File: src/rtl/sync_debounce.sv
// Multi-channel CDC synchronizer with per-channel glitch filter.
// A change is accepted after FILTER stable cycles; rise/fall pulse once.
module sync_debounce #(
  parameter int               WIDTH     = 4,
  parameter int               FLOPS     = 2,
  parameter int               FILTER    = 4,
  parameter logic [WIDTH-1:0] RESET_VAL = {WIDTH{1'b0}}
) (
  input  logic             clk,
  input  logic             rstn,
  input  logic [WIDTH-1:0] data,
  output logic [WIDTH-1:0] sync,
  output logic [WIDTH-1:0] level,
  output logic [WIDTH-1:0] rise,
  output logic [WIDTH-1:0] fall
);

  localparam int CW = (FILTER > 1) ? $clog2(FILTER) : 1;
  localparam logic [CW-1:0] CMAX = CW'(FILTER - 1);

  logic [FLOPS-1:0][WIDTH-1:0] r_sync;
  logic [WIDTH-1:0][CW-1:0]    r_cnt;
  logic [WIDTH-1:0]            r_level;
  logic [WIDTH-1:0]            r_rise;
  logic [WIDTH-1:0]            r_fall;
  logic [WIDTH-1:0]            w_sync;
  logic [WIDTH-1:0]            w_acc;

  assign w_sync = r_sync[FLOPS-1];

  always_ff @(posedge clk or negedge rstn) begin
    if (!rstn) begin
      r_sync <= {FLOPS{RESET_VAL}};
    end else begin
      r_sync <= {r_sync[FLOPS-2:0], data};
    end
  end

  // Accept only when the mismatch has survived FILTER consecutive edges.
  always_comb begin
    w_acc = '0;
    for (int i = 0; i < WIDTH; i++) begin
      w_acc[i] = (w_sync[i] != r_level[i]) && (r_cnt[i] == CMAX);
    end
  end

  always_ff @(posedge clk or negedge rstn) begin
    if (!rstn) begin
      r_cnt   <= '0;
      r_level <= RESET_VAL;
    end else begin
      for (int i = 0; i < WIDTH; i++) begin
        if (w_sync[i] == r_level[i]) begin
          r_cnt[i] <= '0;
        end else if (w_acc[i]) begin
          r_cnt[i]   <= '0;
          r_level[i] <= w_sync[i];
        end else begin
          r_cnt[i] <= r_cnt[i] + CW'(1);
        end
      end
    end
  end

  always_ff @(posedge clk or negedge rstn) begin
    if (!rstn) begin
      r_rise <= '0;
      r_fall <= '0;
    end else begin
      r_rise <= w_acc & w_sync;
      r_fall <= w_acc & ~w_sync;
    end
  end

  assign sync  = w_sync;
  assign level = r_level;
  assign rise  = r_rise;
  assign fall  = r_fall;

endmodule

File: config.mk
export PLATFORM = sky130hd
export DESIGN_NAME = sync_debounce
export DESIGN_NICKNAME = d
export VERILOG_FILES = /design/src/rtl/sync_debounce.sv
export SDC_FILE = /design/constraint.sdc
export NUM_CORES = 1
export LEC_CHECK = 0
export ABC_AREA = 1
export CORE_MARGIN = 2
export CORE_UTILIZATION = 48
export DETAILED_ROUTE_END_ITERATION = 8
export PLACE_DENSITY = 0.76
export SLEW_MARGIN = 30
export SYNTH_ARGS = -nofsm -noshare
export SYNTH_HDL_FRONTEND = slang
export SYNTH_SLANG_ARGS = --single-unit
File: constraint.sdc
create_clock -name clk -period 1.08 [get_ports clk]
set_input_delay 0.162 -clock clk [delete_from_list [all_inputs] [get_ports clk]]
set_output_delay 0.162 -clock clk [all_outputs]
set_load 0.1 [all_outputs]
==> out/qor.csv <==
stage,metric,value,unit
layout,drive_above_1_share,32.79,%
die,dieArea,2501,um^2
die,coreArea,1982,um^2
clock_tree,clock-sinks,28,
yosys,ys_seq_elements,28,
sta,drv_slew,0,
yosys,synth-adder-area-share,4.926,%
grt,antenna_found_initial,0,
pwr,seqPwrFrac,39.3,%
yosys,synthCells,92,
critical_path,max_stage_delay,0.45,ns
clock_tree,holdBufCountCts,0,
die,row_count,16,
clock_tree,path_clk_slew,0.14,ns
yosys,synth_xor_area_share,0,%
route,drtIter0Drc,25,
grt,grt_pass1_vias,745,
placement,hpwl,1192,um
critical_path,critPathLaunchType,flip-flop,
sta,rsz0062_at_grt,true,
die,start_util,51.26,%
yosys,ys_seq_area_share,68.97,%
critical_path,crit_family,flip-flops,
pwr,internal_power,2.068,mW
yosys,synth.net_count,102,
layout,area_delta_synth_final,48.65,%
die,die_w,50.01,um
layout,final_common_cell,dfrtp_1,
sta,timing.hold.ws,0.1704,ns
sta,max_slew_margin,86.71,%
grt,grt_pass1_wl,3387,um
sta,worst_pin_slew,0.1973,ns
layout,nNetsFinal,133,
status,status,"complete, but fails checks",
grt,gr-total-overflow,0,
route,drtPass1Iterations,4,
pwr,p_per_area,2404,nW/um^2
clock_tree,htree_num_levels,1,
critical_path,end_kind,primary output,
pwr,swShare,43.03,%
route,ant_nets,0,
sta,skew,0.008374,ns
yosys,netlist_area,1016,um^2
clock_tree,numCtsBuffers,3,
sta,hold_violations,0,
clock_tree,cts-root-buf,clkbuf_4,
layout,layout_common_cells,"dfrtp_1, inv_1, buf_12, nand2_1",
yosys,yosysUniqueCellTypes,9,
placement,place_area,1415,um^2
placement,place.gp.congestion,0.7274,
sta,fin_setup_tns,-0.1993,ns
layout,utilization,76.20,%
critical_path,worstPathRequired,0.92,ns
clock_tree,clk_latency,0.32,ns
sta,maxClockFrequency,0.9003,GHz
clock_tree,cts_buffer_depth,2,
die,die_h,50.01,um
pwr,switchingPower,1.562,mW
layout,antennaDiodeCount,0,
critical_path,cp_slowest_cell,dfrtp_2,
sta,setup_viol_count_final,13,
layout,fin_area,1510,um^2
critical_path,worstPathMaxFanout,2,
route,routedWlPerCell,12.07,um
clock_tree,cts_tree,yes,
critical_path,crit_arrival,0.95,ns
pwr,clock_power_share,11.8,%
yosys,yosys_warnings,0,
yosys,synth-simple-area-share,9.852,%
critical_path,timing.critical_path.buf_inv,1,
critical_path,cp_cell_sequence,buf_12,
critical_path,crit_type,flip-flop to primary output,
grt,grt_start_max_net_pins,29,
sta,layout_setup_ws,-0.03075,ns
die,ioPinCount,22,
hold_path,holdCritPathClass,input port to async pin,
yosys,synth_top_family_by_area,buffers and inverters,
route,num_vias,685,
grt,grt_use_total,18.66,%
route,drc_errors,0,
pwr,p_total,3.631,mW
placement,port_buffers,21,
pwr,pwr-share-comb,48.9,%
sta,finalCriticalPeriod,1.111,ns
flow_run,maxCapViolCount,0,
sta,period_share,102.8,%
status,violations,negative setup slack,
pwr,ir_drop,1.829,mV
route,drt-total-wl,1799,um
yosys,muxShareOfSynthArea,0,%
layout,nFillCells,119,
route,via_per_inst,4.597,
pwr,p_leak,0.7448,nW
yosys,synth_compound_area_share,5.911,%
yosys,syn_avg_cell_area,11.04,um^2
path summary, 6_finish.rpt:
kind	endpoint	cells after the start	startpoint	slack [ns]
max reg2reg	r_cnt[6]	4	r_cnt[6]	0.09
max in group asynchronous	level[1]	2	rstn	0.74
min	rise[2]	2	rstn	0.17
min reg2reg	sync[2]	0	r_sync[2]	0.37
max	level[3]	1	level[3]	-0.03
min in group clk	r_sync[3]	1	data[3]	0.27
state kept, by name, indices dropped and copies added, names as in the netlist:
register	cells
rise	4
fall	4
sync	4
r_sync	4
level	4
r_cnt	8
metrics by stage:
step	worst slack (ns)	std cells
after floorplan	0.02748	92
after global placement	0.1745	137
after detailed placement	0.1482	137
after CTS	-0.04095	149
after global routing	-0.07151	149
final	-0.03075	149
synthesized netlist by cell type (all sizes together):
library cell / instances / area [um^2]
a21oi: 8 / 40.04
nor2: 8 / 30.03
dfrtp: 28 / 700.7
ha: 4 / 50.05
buf: 4 / 30.03
nand2: 16 / 70.06
o21ai: 4 / 20.02
inv: 20 / 75.07
power by group through the flow:
stage                     combinational [mW]  sequential, mW  clock [mW]
after floorplan                        0.439            2.02           0
after global placement                  1.56            1.45           0
after detailed placement                1.61            1.46           0
after CTS                               1.75            1.42       0.437
after global routing                    1.89            1.45       0.498
final                                   1.77            1.43       0.428
worst reg2reg max path: stages, from the launching register on:
cell	delay (ns)
dfrtp_1	0.41
ha_1	0.22
inv_1	0.10
nand2_1	0.08
a21oi_2	0.12
area by class of cell:
| type | count | area [um^2] | area share [%] |
|---|---|---|---|
| multi-input combinational | 40 | 216.5 | 14.33 |
| sequential | 28 | 708.2 | 46.89 |
| inverter | 20 | 75.07 | 4.971 |
| tap | 27 | 33.78 | 2.237 |
| timing repair buffer | 30 | 450.4 | 29.83 |
| clock buffer | 4 | 26.28 | 1.740 |
cell families (layout without fill, tap and decap cells):
kind of cell               count (synthesis)  count (layout)
and+or+nand+nor                           24              24
DFF                                       28              28
AOI/OAI and AO/OA                         12              12
adders and majority gates                  4               4
buffers and inverters                     24              54
per-layer routing:
metal | wire [um] | up-vias | share of wire, % | GRT usage, %
li1 | - | 331 | - | -
met1 | 732 | 331 | 41 | 24.54
met2 | 954 | 17 | 53 | 30.70
met3 | 71 | 6 | 3.9 | 2.424
met4 | 40 | 0 | 2.2 | 8.333
met5 | 0 | - | 0 | 0
timing repair:
action | in CTS | in global routing
gates resized for setup | 2 | 2
pin swaps | 0 | 0
buffers inserted | 8 | 0
endpoints found under the setup margin | 14 | 18
endpoints found under the hold margin | 0 | 0
No activity file was read; power rests on OpenSTA's default activity.
